## config.mk

```make
export PLATFORM = sky130hd
export DESIGN_NAME = apb_cmd_requester
export DESIGN_NICKNAME = d
export VERILOG_FILES = /design/src/rtl/apb_icn_pkg.sv /design/src/rtl/apb_cmd_fifo.sv /design/src/rtl/apb_cmd_requester.sv
export SDC_FILE = /design/constraint.sdc
export NUM_CORES = 1
export LEC_CHECK = 0
export ABC_AREA = 1
export BUFFER_PORTS_ARGS = -buffer_cell sky130_fd_sc_hd__clkbuf_2
export CAP_MARGIN = 10
export CORE_MARGIN = 2
export CORE_UTILIZATION = 40
export DETAILED_ROUTE_END_ITERATION = 8
export GPL_TIMING_DRIVEN = 0
export PLACE_DENSITY = 0.71
export SETUP_SLACK_MARGIN = 0.02
export SKIP_CTS_REPAIR_TIMING = 1
export SLEW_MARGIN = 20
export SYNTH_ARGS = -nofsm -noshare
export SYNTH_HDL_FRONTEND = slang
export SYNTH_SLANG_ARGS = --single-unit
```

## constraint.sdc

```tcl
create_clock -name pclk -period 5.35 [get_ports pclk]
set_input_delay 0.535 -clock pclk [delete_from_list [all_inputs] [get_ports pclk]]
set_output_delay 0.535 -clock pclk [all_outputs]
set_load 0.005 [all_outputs]
```

## src/rtl/apb_icn_pkg.sv

```systemverilog
`default_nettype none
// ============================================================================
// Module   : apb_icn_pkg
// Purpose  : Shared types for the APB crossbar requester front end: the
//            requester FSM state encoding and the packed command flit.
// Revision : 1.0
// ============================================================================
`ifndef ADDR_WIDTH
`define ADDR_WIDTH 32
`endif
`ifndef DATA_WIDTH
`define DATA_WIDTH 32
`endif

package apb_icn_pkg;

    localparam int APB_ADDR_W  = `ADDR_WIDTH;
    localparam int APB_DATA_W  = `DATA_WIDTH;
    localparam int APB_STRB_W  = APB_DATA_W / 8;
    localparam int APB_STATE_W = 2;

    typedef enum logic [APB_STATE_W-1:0] {
        ST_IDLE   = 2'd0,
        ST_SETUP  = 2'd1,
        ST_ACCESS = 2'd2
    } apb_state_e;

    // Field order matches the crossbar request flit.
    typedef struct packed {
        logic [APB_ADDR_W-1:0] addr;
        logic                  write;
        logic [APB_DATA_W-1:0] wdata;
        logic [APB_STRB_W-1:0] strb;
        logic [2:0]            prot;
        logic                  nse;
    } apb_cmd_t;

endpackage
`default_nettype wire

```

## src/rtl/apb_cmd_fifo.sv

```systemverilog
`default_nettype none
// ============================================================================
// Module   : apb_cmd_fifo
// Purpose  : Synchronous command FIFO with wrap-bit pointers, async
//            active-low reset.
// Revision : 1.0
// ============================================================================
module apb_cmd_fifo
    import apb_icn_pkg::*;
#(
    parameter int WIDTH = $bits(apb_cmd_t),
    parameter int DEPTH = 4
) (
    input  logic             clk,
    input  logic             rst_n,
    input  logic             push,
    input  logic [WIDTH-1:0] push_data,
    input  logic             pop,
    output logic [WIDTH-1:0] pop_data,
    output logic             full,
    output logic             empty
);

    localparam int PTR_W = $clog2(DEPTH);

    logic [PTR_W:0]   wr_ptr_q, wr_ptr_d;
    logic [PTR_W:0]   rd_ptr_q, rd_ptr_d;
    logic [WIDTH-1:0] mem_q [DEPTH];
    logic             do_push;
    logic             do_pop;

    // Equal indices: same wrap bit means empty, differing wrap bit means full.
    assign empty   = (wr_ptr_q == rd_ptr_q);
    assign full    = (wr_ptr_q[PTR_W] != rd_ptr_q[PTR_W]) &&
                     (wr_ptr_q[PTR_W-1:0] == rd_ptr_q[PTR_W-1:0]);
    assign do_push = push && !full;
    assign do_pop  = pop && !empty;
    assign pop_data = mem_q[rd_ptr_q[PTR_W-1:0]];

    always_comb begin
        wr_ptr_d = wr_ptr_q;
        rd_ptr_d = rd_ptr_q;
        if (do_push) wr_ptr_d = wr_ptr_q + 1'b1;
        if (do_pop)  rd_ptr_d = rd_ptr_q + 1'b1;
    end

    always_ff @(posedge clk or negedge rst_n) begin
        if (!rst_n) begin
            wr_ptr_q <= '0;
            rd_ptr_q <= '0;
        end else begin
            wr_ptr_q <= wr_ptr_d;
            rd_ptr_q <= rd_ptr_d;
        end
    end

    always_ff @(posedge clk) begin
        if (do_push) mem_q[wr_ptr_q[PTR_W-1:0]] <= push_data;
    end

endmodule
`default_nettype wire

```

## src/rtl/apb_cmd_requester.sv

```systemverilog
`default_nettype none
// ============================================================================
// Module   : apb_cmd_requester
// Purpose  : Queues memory commands and drives them as APB transfers into one
//            crossbar requester port; returns a single-entry response.
//            Optional ACCESS timeout enabled by macro APB_TIMEOUT_EN.
// Revision : 1.0
// ============================================================================
module apb_cmd_requester
    import apb_icn_pkg::*;
#(
    parameter int ADDR_WIDTH     = APB_ADDR_W,
    parameter int DATA_WIDTH     = APB_DATA_W,
    parameter int FIFO_DEPTH     = 4,
    parameter int TIMEOUT_CYCLES = 256
) (
    input  logic                      pclk,
    input  logic                      preset_n,
    input  logic                      cmd_valid,
    output logic                      cmd_ready,
    input  logic [ADDR_WIDTH-1:0]     cmd_addr,
    input  logic                      cmd_write,
    input  logic [DATA_WIDTH-1:0]     cmd_wdata,
    input  logic [DATA_WIDTH/8-1:0]   cmd_strb,
    input  logic [2:0]                cmd_prot,
    input  logic                      cmd_nse,
    output logic                      rsp_valid,
    input  logic                      rsp_ready,
    output logic [DATA_WIDTH-1:0]     rsp_rdata,
    output logic                      rsp_slverr,
    output logic [ADDR_WIDTH-1:0]     paddr,
    output logic [2:0]                pprot,
    output logic                      pnse,
    output logic                      pwrite,
    output logic [DATA_WIDTH-1:0]     pwdata,
    output logic [DATA_WIDTH/8-1:0]   pstrb,
    output logic                      psel,
    output logic                      penable,
    input  logic                      pready,
    input  logic [DATA_WIDTH-1:0]     prdata,
    input  logic                      pslverr,
    output logic                      pwakeup
);

    localparam int STRB_W = DATA_WIDTH / 8;
    localparam int CMD_W  = ADDR_WIDTH + 1 + DATA_WIDTH + STRB_W + 3 + 1;

    apb_state_e              state_q, state_d;
    logic [ADDR_WIDTH-1:0]   paddr_q, paddr_d;
    logic [2:0]              pprot_q, pprot_d;
    logic                    pnse_q, pnse_d;
    logic                    pwrite_q, pwrite_d;
    logic [DATA_WIDTH-1:0]   pwdata_q, pwdata_d;
    logic [STRB_W-1:0]       pstrb_q, pstrb_d;
    logic                    psel_q, psel_d;
    logic                    penable_q, penable_d;
    logic                    rsp_valid_q, rsp_valid_d;
    logic [DATA_WIDTH-1:0]   rsp_rdata_q, rsp_rdata_d;
    logic                    rsp_slverr_q, rsp_slverr_d;
    logic                    pwakeup_q, pwakeup_d;

    logic                    fifo_push;
    logic                    fifo_pop;
    logic                    fifo_full;
    logic                    fifo_empty;
    logic [CMD_W-1:0]        fifo_push_data;
    logic [CMD_W-1:0]        fifo_pop_data;

`ifdef APB_TIMEOUT_EN
    localparam int TO_W = $clog2(TIMEOUT_CYCLES) + 1;
    localparam logic [TO_W-1:0] TO_LIMIT = TO_W'(TIMEOUT_CYCLES);
    logic [TO_W-1:0]         to_cnt_q, to_cnt_d;
`endif

    // Packing order mirrors apb_cmd_t.
    assign fifo_push      = cmd_valid && cmd_ready;
    assign fifo_push_data = {cmd_addr, cmd_write, cmd_wdata, cmd_strb, cmd_prot, cmd_nse};
    assign cmd_ready      = !fifo_full;

    apb_cmd_fifo #(
        .WIDTH (CMD_W),
        .DEPTH (FIFO_DEPTH)
    ) u_fifo (
        .clk       (pclk),
        .rst_n     (preset_n),
        .push      (fifo_push),
        .push_data (fifo_push_data),
        .pop       (fifo_pop),
        .pop_data  (fifo_pop_data),
        .full      (fifo_full),
        .empty     (fifo_empty)
    );

    always_comb begin
        state_d      = state_q;
        paddr_d      = paddr_q;
        pprot_d      = pprot_q;
        pnse_d       = pnse_q;
        pwrite_d     = pwrite_q;
        pwdata_d     = pwdata_q;
        pstrb_d      = pstrb_q;
        psel_d       = psel_q;
        penable_d    = penable_q;
        rsp_valid_d  = rsp_valid_q;
        rsp_rdata_d  = rsp_rdata_q;
        rsp_slverr_d = rsp_slverr_q;
        fifo_pop     = 1'b0;
`ifdef APB_TIMEOUT_EN
        to_cnt_d     = to_cnt_q;
`endif
        pwakeup_d    = !fifo_empty || (state_q != ST_IDLE) || cmd_valid;

        if (rsp_valid_q && rsp_ready) rsp_valid_d = 1'b0;

        case (state_q)
            ST_IDLE: begin
                // Issue only if the response slot is free or drains this edge.
                if (!fifo_empty && (!rsp_valid_q || rsp_ready)) begin
                    fifo_pop = 1'b1;
                    {paddr_d, pwrite_d, pwdata_d, pstrb_d, pprot_d, pnse_d} = fifo_pop_data;
                    psel_d    = 1'b1;
                    penable_d = 1'b0;
                    state_d   = ST_SETUP;
                end
            end
            ST_SETUP: begin
                penable_d = 1'b1;
                state_d   = ST_ACCESS;
`ifdef APB_TIMEOUT_EN
                to_cnt_d  = '0;
`endif
            end
            ST_ACCESS: begin
                if (pready) begin
                    psel_d       = 1'b0;
                    penable_d    = 1'b0;
                    state_d      = ST_IDLE;
                    rsp_valid_d  = 1'b1;
                    rsp_rdata_d  = pwrite_q ? '0 : prdata;
                    rsp_slverr_d = pslverr;
                end
`ifdef APB_TIMEOUT_EN
                else if (to_cnt_q == TO_LIMIT) begin
                    psel_d       = 1'b0;
                    penable_d    = 1'b0;
                    state_d      = ST_IDLE;
                    rsp_valid_d  = 1'b1;
                    rsp_rdata_d  = '0;
                    rsp_slverr_d = 1'b1;
                end else begin
                    to_cnt_d = to_cnt_q + 1'b1;
                end
`endif
            end
            default: begin
                state_d   = ST_IDLE;
                psel_d    = 1'b0;
                penable_d = 1'b0;
            end
        endcase
    end

    always_ff @(posedge pclk or negedge preset_n) begin
        if (!preset_n) begin
            state_q      <= ST_IDLE;
            paddr_q      <= '0;
            pprot_q      <= '0;
            pnse_q       <= 1'b0;
            pwrite_q     <= 1'b0;
            pwdata_q     <= '0;
            pstrb_q      <= '0;
            psel_q       <= 1'b0;
            penable_q    <= 1'b0;
            rsp_valid_q  <= 1'b0;
            rsp_rdata_q  <= '0;
            rsp_slverr_q <= 1'b0;
            pwakeup_q    <= 1'b0;
`ifdef APB_TIMEOUT_EN
            to_cnt_q     <= '0;
`endif
        end else begin
            state_q      <= state_d;
            paddr_q      <= paddr_d;
            pprot_q      <= pprot_d;
            pnse_q       <= pnse_d;
            pwrite_q     <= pwrite_d;
            pwdata_q     <= pwdata_d;
            pstrb_q      <= pstrb_d;
            psel_q       <= psel_d;
            penable_q    <= penable_d;
            rsp_valid_q  <= rsp_valid_d;
            rsp_rdata_q  <= rsp_rdata_d;
            rsp_slverr_q <= rsp_slverr_d;
            pwakeup_q    <= pwakeup_d;
`ifdef APB_TIMEOUT_EN
            to_cnt_q     <= to_cnt_d;
`endif
        end
    end

    assign paddr      = paddr_q;
    assign pprot      = pprot_q;
    assign pnse       = pnse_q;
    assign pwrite     = pwrite_q;
    assign pwdata     = pwdata_q;
    assign pstrb      = pstrb_q;
    assign psel       = psel_q;
    assign penable    = penable_q;
    assign rsp_valid  = rsp_valid_q;
    assign rsp_rdata  = rsp_rdata_q;
    assign rsp_slverr = rsp_slverr_q;
    assign pwakeup    = pwakeup_q;

endmodule
`default_nettype wire

```

After elaboration in Yosys (flattened, before gate mapping)
Memories as Yosys holds them, arrays and structs flattened. A register that Yosys moved wholly into a read port is not among the register bits.
Index checks and enable logic that the tools add are counted.
Cells by class
  equal/unequal tests: 7
  add/subtract/negate cells: 2
  reductions and logical operators: 19
  mux-type cells: 16
  div/mod/pow operators: 0
  $mul: 0
  order comparisons: 0
  bitwise gates (word level): 1
  shift operators: 0
Operators with widths (count)
  two-way mux 32 bit: 1
  two-way mux 1 bit: 10
  adder 3 x 1 -> 3 bit (second input constant): 2
  logical AND 1 bit: 6
  case mux 1 bit (3 select lines): 2
  case mux 2 bit (3 select lines): 1
  AND reduction 2 bit: 3
  logical NOT 1 bit: 4
  two-way mux 2 bit: 2
  inequality test 2 bit (second input constant): 2
  == test 3 bit: 1
  logical OR 1 bit: 3
  AND reduction 3 bit: 1
  == test 2 x 1 -> 1 bit (second input constant): 1
  == test 2 bit: 1
  == test 2 bit (second input constant): 1
  logical NOT 2 bit: 1
  nonzero test 2 bit: 1
  inequality test 1 bit: 1
  inverter 1 bit: 1
Storage, ports and cells
  register bits after elaboration: 45
  memory bits (writable): 292
  word-level logic and storage cells: 55
  memories kept: 1
  memory bits (read-only): 0
  latch bits: 0
  input port bits: 111
Memory list
  u_fifo.mem_q: depth 4, bits a word 73, read ports 1, clocked after memory_dff 1, wr ports 1, RTL line apb_cmd_fifo.sv:28  | logic [WIDTH-1:0] mem_q [DEPTH];

Logic depth before layout (Yosys ltp)
Gate-level depths: netlist of the first run.
  word-level depth: 7
  gate-level depth with buffers: 9

Cells and area by module
A second synthesis of the first run with hierarchy kept.
Unflattened totals
  cell total of the unflattened synthesis: 1257
  area, all modules: 15792.6 µm²
By module, submodules not included
  apb_cmd_fifo: area an instance 11179.5 µm², instances 1, cells an instance 766, sequential area each 8918.6 µm²
  apb_cmd_requester: area an instance 4613.2 µm², instances 1, cells an instance 491, sequential area each 2777.7 µm²

Worst setup path before layout of the first run
Ideal clock, no wire load.
  path kind: flip-flop to flip-flop
  start point: reg u_fifo.wr_ptr_q[0]
  end point: mem u_fifo.mem_q[0][0] (netlist name), enable pin
  cell stages (with the launch flop): 7
  library setup time: 0.505 ns
  arrival time: 4.003 ns
  setup slack: 0.842 ns
  cell sequence: dfrtp_1 inv_1 nand2_1 nand2_1 nand3_1 nand2_1 nor2_1
Between the ends
  longest elaborated chain between the ends: 7
RTL lines
  start, declared: RTL line apb_cmd_fifo.sv:26  | logic [PTR_W:0] wr_ptr_q, wr_ptr_d;
  start signal, assigned: RTL line apb_cmd_fifo.sv:52  | wr_ptr_q <= wr_ptr_d;
  == test 2 bit *: RTL line apb_cmd_fifo.sv:35  | (wr_ptr_q[PTR_W-1:0] == rd_ptr_q[PTR_W-1:0]);
  logical AND 1 bit *: RTL line apb_cmd_fifo.sv:34  | assign full = (wr_ptr_q[PTR_W] != rd_ptr_q[PTR_W]) &&
  logical NOT 1 bit *: RTL line apb_cmd_requester.sv:78  | assign cmd_ready = !fifo_full;
  named net cmd_ready: RTL line apb_cmd_requester.sv:20  | output logic cmd_ready,
  logical AND 1 bit: RTL line apb_cmd_requester.sv:76  | assign fifo_push = cmd_valid && cmd_ready;
  logical AND 1 bit *: RTL line apb_cmd_fifo.sv:36  | assign do_push = push && !full;
  two-way mux 1 bit *: RTL line apb_cmd_fifo.sv:58  | if (do_push) mem_q[wr_ptr_q[PTR_W-1:0]] <= push_data;
  two-way mux 1 bit (not written as such) *: RTL line apb_cmd_fifo.sv:58
  end, declared: RTL line apb_cmd_fifo.sv:28
Mark *: on every way through the listed nets, which the timed path passes. The rest lies on a longest branch.

Worst setup path in the final report of the first run
  start point: reg u_fifo.wr_ptr_q[0]
  end point: mem u_fifo.mem_q[0][52] (netlist name), enable pin
Between the ends
  longest elaborated chain between the ends: 7
RTL lines (RTL line)
  == test 2 bit: apb_cmd_fifo.sv:35
  logical AND 1 bit: apb_cmd_fifo.sv:34
  logical NOT 1 bit: apb_cmd_fifo.sv:36, apb_cmd_requester.sv:78
  logical AND 1 bit: apb_cmd_requester.sv:76
  logical AND 1 bit: apb_cmd_fifo.sv:36
  two-way mux 1 bit: apb_cmd_fifo.sv:58
  two-way mux 1 bit (not written as such): apb_cmd_fifo.sv:58
Parallel ways exist; a longest one is shown, timed or not.

==> run summary, run 1 <==
The flow ran to the end, and the final reports show no timing, DRC or antenna violations. The class of the tightest hold or removal check is input port to flop. Subtracting the final worst setup slack from the clock period gives 2653 ps. The worst pin sits at a relative slew slack of between 40% and 50%. The floorplan row count came out at 75. The max-cap violation count is 0. At the later pin of the worst-skew pair, clock insertion delay measures 560 ps. Setup repair after global routing left no endpoint under its margin. The via count of the first global-routing pass is 11960.

The maximum level of the CTS H-tree is 2. The critical path arrival is 2900 ps. The clock net in this run drives a total of 409 sinks. The total routing resource utilization after global routing came out at between 10% and 20%. The largest total area in the synthesized netlist belongs to edfxtp_1. In this run the static leakage power is 10.00 nW. The count of yosys warnings during synthesis came out at 0. The mean number of vias per cell is 4.718. The hold violation count in the final report came to 0.

The largest vdd supply drop came out at 0.0002881 V. The power per standard cell area came out at 576.3 nW/µm². The initial cell density of the core came out at approximately two fifths.

The x dimension of the die is around 210 µm. The final non-filler cell total came out at 2535. The worst path required time is roughly 5600 ps. Timing would allow up to around 380 MHz. On the critical path, the stage with the largest delay is an instance of nor2_4. The number of buffers inserted during clock tree synthesis is 42. The residual overflow from global routing came out at 0. TritonCTS built the clock tree. STA classifies the critical path endpoint as a flop. Summing all non-filler instances in the final layout gives an area of 20460 µm². The library cells used most frequently in the layout, excluding fill and tap cells, are nand2_1, inv_1, edfxtp_1. The post-route antenna net violation count came out at 0. In this design, the stage delay of the slowest critical-path cell is approximately 610 ps. The placed wire-length estimate after detailed placement is roughly 28000 µm.

The maximum clock insertion buffer count came out at 3. The worst setup path is launched from a flop. The number of buffers and inverters on the critical path is 3. In this run the tool buffered the top-level ports with 221 buffer cells. The weighted congestion reported at the end of routability-driven placement is 0.7412. For this run, the post-layout net count is just over 2000. In this run, the number of DRC markers left after iteration 0 of detailed routing was 767. Synthesis handed over a netlist of 1680 instances. For this block, the routed nets add up to 41560 µm of wire.

The worst setup path is of the flop to flop kind. The area growth from synthesis to layout is 20.84%. The post-route fraction of the period consumed by the critical path is 49.59%. The cell area reported after detailed placement is 19100 µm². Counting stages on the worst path, the most repeated cell is nand2_1.

The die covers 43990 µm². Among cell families on the critical path, the largest total delay comes from simple AND/OR/NAND/NOR gates. Setup violations remaining at the end of the flow were counted as 0.

The distinct cell type count after synthesis is 19. The buffer type at the clock tree root is clkbuf_16. For the pin with the worst max-slew slack, the measured transition is 815.3 ps.

The worst hold margin is 183.1 ps. The critical path goes through inv_1, nand2_1, nand2_1, nand3_1, nand2_1, nor2_4, buf_12, buf_16. The worst clock skew came out at 16.35 ps. The wire length of the first global-routing pass is 63920 µm.

The number of detailed-routing iterations run before antenna repair came out at 5. The total count of max-transition violations in the final report is 0. Including well taps, the total number of placed cells is 2455. In the routed design, unresolved DRC markers number 0. The register clock-pin slew on the reported worst setup and hold paths is 60 ps. The fraction of the yosys area taken by sequential cells is roughly 69%.

The average cell area after synthesis came out at around 10 µm². The region available for standard cell placement spans about 42000 µm². The net count after synthesis is 1796.

The maximum fanout encountered on the critical timing path is 20. 222 I/O pins were placed. The initial antenna violation count came out at 4. In the post-synthesis netlist, the biggest area contributors are edfxtp_1, dfrtp_1, nand2_1, nand3_1, inv_1. After detailed routing, the average wire length per cell comes to 16.39 µm.

The area share of the largest cell type after synthesis is 51.79%. The commonest non-fill, non-tap cell in the layout is nand2_1. In this run, synthesis produced a sequential element count of around 410. The post-synth design cell area came out at 16930 µm². The number of vias in the routed layout came out at 11960.

Counting the fill cells in the layout gives 3748. The largest net degree at the start of global routing is 81. The floorplan die height came out at 209.7 µm.

The share of cells above drive strength 1 is 17.25%.
[final cells by class]
cell class	instances	area (µm²)	area share (%)
sequential	409	11700	57.17
multi-input combinational	881	3746	18.31
clock inverter	11	120.1	0.5871
inverter	310	1164	5.687
timing repair buffer	237	1478	7.222
buffer	80	355.3	1.737
tap	539	674.4	3.296
clock buffer	66	1221	5.969
antenna	2	5.005	0.02446
[final timing paths]
path | start | to | slack [ps] | depth (start not counted)
min in group asynchronous | preset_n | paddr[0] | 460 | 2
setup / recovery | u_fifo.wr_ptr_q[0] | u_fifo.mem_q[0][52] | 2700 | 8
hold reg to reg | pwdata[7] | pwdata[7] | 470 | 2
hold / removal | rsp_ready | rsp_valid | 180 | 2
max in group asynchronous | preset_n | pwdata[1] | 4110 | 3
setup reg to reg | u_fifo.wr_ptr_q[0] | u_fifo.mem_q[0][52] | 2700 | 8
[sequential cells by signal, summed over array words and instances, names as in the netlist]
name	count
paddr	32
pnse	1
pprot	3
psel	1
pstrb	4
pwakeup	1
pwdata	32
pwrite	1
rsp_rdata	32
rsp_slverr	1
rsp_valid	1
state_q	2
u_fifo.mem_q	292
u_fifo.rd_ptr_q	3
u_fifo.wr_ptr_q	3
[kinds of logic (layout without fill, tap and decap cells)]
group | Yosys count | in the layout | share of synthesized area [%]
xor gates and xnor gates | 3 | 3 | 0.1552
buffers and inverters | 390 | 704 | 8.971
other | 0 | 2 | 0
AOI/OAI and AO/OA | 4 | 4 | 0.1182
and+or+nand+nor | 869 | 869 | 21.31
adders and majority gates | 5 | 5 | 0.3695
DFF | 409 | 409 | 69.08
[where the power goes]
| group | switching, mW | leakage [nW] | internal [mW] | total, mW |
|---|---|---|---|---|
| Sequential | 0.347 | 4.14 | 4.34 | 4.69 |
| Clock | 1.18 | 0.655 | 1.67 | 2.85 |
| Combinational | 2.84 | 5.21 | 1.42 | 4.26 |
| Total | 4.37 | 10.0 | 7.42 | 11.8 |
[synth_stat cells, drive strengths merged]
cell type,instances
buf,52
xor2,2
nor2,6
nand2,601
edfxtp,292
inv,310
a21oi,2
dfrtp,117
o21ai,2
nor3,2
xnor2,1
clkbuf,28
ha,5
nand3,260
[per-layer routing]
metal	track usage (%)	up-vias	part of all wire, %	wire [µm]
met2	32.31	381	49	20260
met4	7.361	4	2.7	1113
met3	4.639	73	7.1	2947
met5	0	-	0.058	24
li1	-	5849	-	-
met1	23.17	5652	41	17200
[through the flow]
stage	utilization, %	total power [mW]	worst slack [ps]	TNS (ps)
after global routing	48.88	12.60	2541	0
after detailed placement	45.64	9.054	2751	0
after CTS	48.85	11.93	2724	0
after global placement	44.71	8.862	-1913	-544600
final	48.88	11.79	2697	0
after floorplan	-	7.274	842.5	0
(Power assumes the default switching activity.)
==> inputs of run 2 (changes only) <==
--- a/config.mk
+++ b/config.mk
@@ -5,7 +5,7 @@
 export SDC_FILE = /design/constraint.sdc
 export NUM_CORES = 1
 export LEC_CHECK = 0
-export ABC_AREA = 1
+export ABC_AREA = 0
 export BUFFER_PORTS_ARGS = -buffer_cell sky130_fd_sc_hd__clkbuf_2
 export CAP_MARGIN = 10
 export CORE_MARGIN = 2
==> constraint.sdc (replaced) <==
create_clock -name pclk -period 2.5 [get_ports pclk]
set_input_delay 0.25 -clock pclk [delete_from_list [all_inputs] [get_ports pclk]]
set_output_delay 0.25 -clock pclk [all_outputs]
set_load 0.005 [all_outputs]
==> run summary, run 2 <==
Result of the run: complete, but fails checks (was complete, no violations). The final reports fail on negative hold slack. The maximum fanout encountered on the critical timing path came out at 10 (was 20). Top area cells in the synthesized netlist: edfxtp_1, dfrtp_1, mux4_2, mux2_2, mux2_4 (was edfxtp_1, dfrtp_1, nand2_1, nand3_1, inv_1).

The post-synthesis instance total came out at 722 (was 1680). The number of buffer cells added on primary ports came out at 221 (unchanged). The final critical-path required period is 2228 ps (was 2653 ps). The leading register cell type out of synthesis is edfxtp_1 (unchanged). The largest vdd supply drop is 0.0007054 V (was 0.0002881 V). The overall routed net length is 32460 µm (was 41560 µm). The count of flip-flops with a built-in enable after synthesis came out at 292 (unchanged).

The hold violation count in the final report is 2 (was 0). The clock tree from TritonCTS is built (unchanged). The power per standard cell area is 1234 nW/µm² (was 576.3 nW/µm²). The number of buffers inserted during clock tree synthesis is 43 (was 42). The number of sinks driven by the clock tree is 409 (unchanged). The post-route fraction of the period consumed by the critical path is 89.12% (was 49.59%). Most used cells in the layout excluding fill and tap cells: edfxtp_1, clkbuf_2, dfrtp_1 (was nand2_1, inv_1, edfxtp_1).

The area inside the core boundary came to 37580 µm² (was 41850 µm²). The critical path class was flop to flop (unchanged). The number of top-level pins came out at 222 (unchanged). The worst-case setup slack after placement is 225.2 ps (was 2751 ps). The average cell area after synthesis came out at 21.11 µm² (was 10.08 µm²). The weighted congestion reported at the end of routability-driven placement came out at 0.6943 (was 0.7412). The residual overflow from global routing is 0 (unchanged). The via count of the first global-routing pass was 8083 (was 11960).

The least setup slack across all paths after layout was 272.0 ps (was 2697 ps). The max-cap violation count came to 0 (unchanged). The total of endpoints with negative setup slack in the final report was 0 (unchanged).

The buffer type at the clock tree root is clkbuf_16 (unchanged). The number of vias in the routed layout was 7948 (was 11960). The class of the tightest hold or removal check was input port to flop (unchanged). The number of nets in the layout is 1217 (was 2077). The switching part of the total came out at 28.90% (was 37.06%). The x dimension of the die was 199.2 µm (was 209.7 µm). The cell area reported after detailed placement came out at 17200 µm² (was 19100 µm²). The placed wire-length estimate after detailed placement is 20230 µm (was 28070 µm). The total instance count after detailed placement came out at 1463 (was 2455). The worst-margin pin slew came out at 789.4 ps (was 815.3 ps). The DRC marker count from the first detailed-route iteration came to 378 (was 767).

The maximum level of the CTS H-tree is 2 (unchanged). The worst clock skew was 10.31 ps (was 16.35 ps). The share of cells above drive strength 1 was 40.35% (was 17.25%). The cell internal power dissipation came to 17.20 mW (was 7.421 mW).

The critical register-to-register path endpoint is pwdata[8] (was u_fifo.mem_q[0][52]). The adder and majority cell fraction of the synthesized area is 0.4104% (was 0.3695%). The maximum frequency from static timing analysis is 448.8 MHz (was 376.9 MHz). The post-route cell area came to 19600 µm² (was 20460 µm²). The floorplan row count is 71 (was 75). RSZ-0062 raised after global routing: false (unchanged). The post-synth design cell area is 15240 µm² (was 16930 µm²). The distinct cell type count after synthesis is 23 (was 19).

The post-route antenna net violation count is 0 (unchanged). The register clock-pin slew on the reported worst setup and hold paths came out at 60 ps (about the same). The worst path required time was 2930 ps (was 5600 ps). The static power due to leakage is 7.462 nW (was 10.00 nW). The largest net degree at the start of global routing is 63 (was 81). The fraction of the yosys area taken by sequential cells came to 76.74% (was 69.08%).

The number of detailed-routing iterations run before antenna repair is 4 (was 5). The kind of launch point of the worst setup path is a flop (unchanged). The share of cell area taken by muxes after synthesis was 17.13% (was 0%). The initial antenna violation count came out at 4 (unchanged). The mean number of vias per cell came to 4.820 (was 4.718). The complex-gate fraction of the synthesized area is 1.084% (was 0.1182%).

The final non-filler cell total is 1649 (was 2535). The part of the total power dissipated in sequential elements is 42.1% (was 39.7%). The kind of capture point of the worst setup path is a flop (unchanged). The worst hold margin is -26.92 ps (was 183.1 ps). Top cell types by occurrence after synthesis: edfxtp_1, dfrtp_1, mux4_2, mux2_2, nand2_1 (was nand2_1, inv_1, edfxtp_1, nand3_1, dfrtp_1). The commonest non-fill, non-tap cell in the layout is edfxtp_1 (was nand2_1).

The clock network power share is 25.1% (was 24.1%). The wire length of the first global-routing pass is 46620 µm (was 63920 µm). The clock latency on the worst-skew pair came out at 550 ps (was 560 ps). The simple-gate area share of the yosys netlist is 2.734% (was 21.31%). The maximum clock insertion buffer count came out at 3 (unchanged). The die area is 39680 µm² (was 43990 µm²). The relative contribution of combinational cells to total power came out at 32.8% (was 36.1%). The combinational family with the most area after synthesis is multiplexers (was simple AND/OR/NAND/NOR gates). The per-cell routed wire length came out at 19.68 µm (was 16.39 µm). The origin of the critical flop-to-flop path is u_fifo.rd_ptr_q[1] (was u_fifo.wr_ptr_q[0]). The area growth from synthesis to layout came to 28.56% (was 20.84%).

The fraction of registers with async set or reset after synthesis came out at 28.61% (unchanged). The number of design rule violations left after detail routing came out at 0 (unchanged). The library cell with the highest instance count after synthesis was edfxtp_1 (was nand2_1). The net count after synthesis is 838 (was 1796). The count of fill cells added during filler insertion came out at 3027 (was 3748).

The number of flip-flops under the largest register name came to 292 (unchanged). The net switching component of the power came out at 6.991 mW (was 4.370 mW). The last element of the critical path is pwdata[8] (was u_fifo.mem_q[0][52]). The worst reg2reg path depth came out at 4 (was 8). The count of yosys warnings during synthesis is 0 (unchanged). The area share of the largest cell type after synthesis came out at 57.53% (was 51.79%). The total routing resource utilization after global routing is 16.01% (was 18.91%). The floorplan die height came out at 199.2 µm (was 209.7 µm). The initial cell density of the core is 40.56% (was 40.45%). The critical path arrival is 2660 ps (was 2900 ps). The headroom to the max-slew limit is 47.37% (was 45.64%). The register bit count reported by yosys came out at 409 (unchanged). The worst setup path startpoint was u_fifo.rd_ptr_q[1] (was u_fifo.wr_ptr_q[0]). The total count of max-transition violations in the final report is 0 (unchanged).

The cell taking the most area after synthesis is edfxtp_1 (unchanged). The reg2reg setup slack is 270 ps (was 2700 ps). The xor/xnor cell area share of the yosys netlist came to 0.4022% (was 0.1552%).
==> run 2: area by class of cell <==
type / instances / area (µm²) / share of cell area (%)
antenna: 3 / 7.507 / 0.03831
timing repair buffer: 334 / 2344 / 11.96
buffer: 34 / 217.7 / 1.111
sequential: 409 / 11700 / 59.69
clock buffer: 68 / 1262 / 6.443
clock inverter: 11 / 80.08 / 0.4087
multi-input combinational: 276 / 3337 / 17.03
inverter: 3 / 11.26 / 0.05747
tap: 511 / 639.4 / 3.263
==> run 2: layer usage <==
layer | wire length [µm] | global-route usage (%) | up-vias
met5 | 11 | 0 | -
met4 | 644 | 4.809 | 2
met3 | 2335 | 4.945 | 49
met2 | 15980 | 27.51 | 241
met1 | 13490 | 19.42 | 4064
li1 | - | - | 3592
==> run 2: power groups by stage <==
stage	logic [mW]	clock network (mW)	registers, mW
after floorplan	5.10	0	10.3
after global placement	7.62	0	10.3
after detailed placement	8.02	0	10.3
after CTS	8.01	6.22	10.2
after global routing	8.67	6.51	10.4
final	7.93	6.07	10.2
==> run 2: worst max-delay path: stages (launching register included) <==
cell      delay, ps
dfrtp_1         420
buf_2           360
clkbuf_1        650
mux4_2          420
mux2_4          270
==> run 2: cell families after synthesis <==
group	Yosys count
buf+inv	37
compound gates	33
flops	409
simple gates	81
xor+xnor	7
mux	150
fa+ha+maj	5
==> run 2: how the worst min path moves through the flow <==
stage / slack (ps) / end / startpoint / cells past startpoint
3_3_place_gp: 460 / rsp_rdata[14] / rsp_rdata[14] / 2
5_1_grt: 4 / pwakeup / cmd_valid / 2
6_report: -30 / rsp_rdata[19] / prdata[19] / 3
3_5_place_dp: 260 / pwdata[22] / preset_n / 1
2_1_floorplan: -50 / paddr[0] / preset_n / 0
4_1_cts: -340 / pwdata[22] / preset_n / 1
==> run 2: metrics by stage <==
step	TNS [ps]	power, mW	utilization [%]
finish	0	24.19	52.15
global route	0	25.58	52.15
CTS	0	24.45	49.36
detailed placement	0	18.34	45.78
global placement	-277570	17.94	45.22
floorplan	0	15.36	-
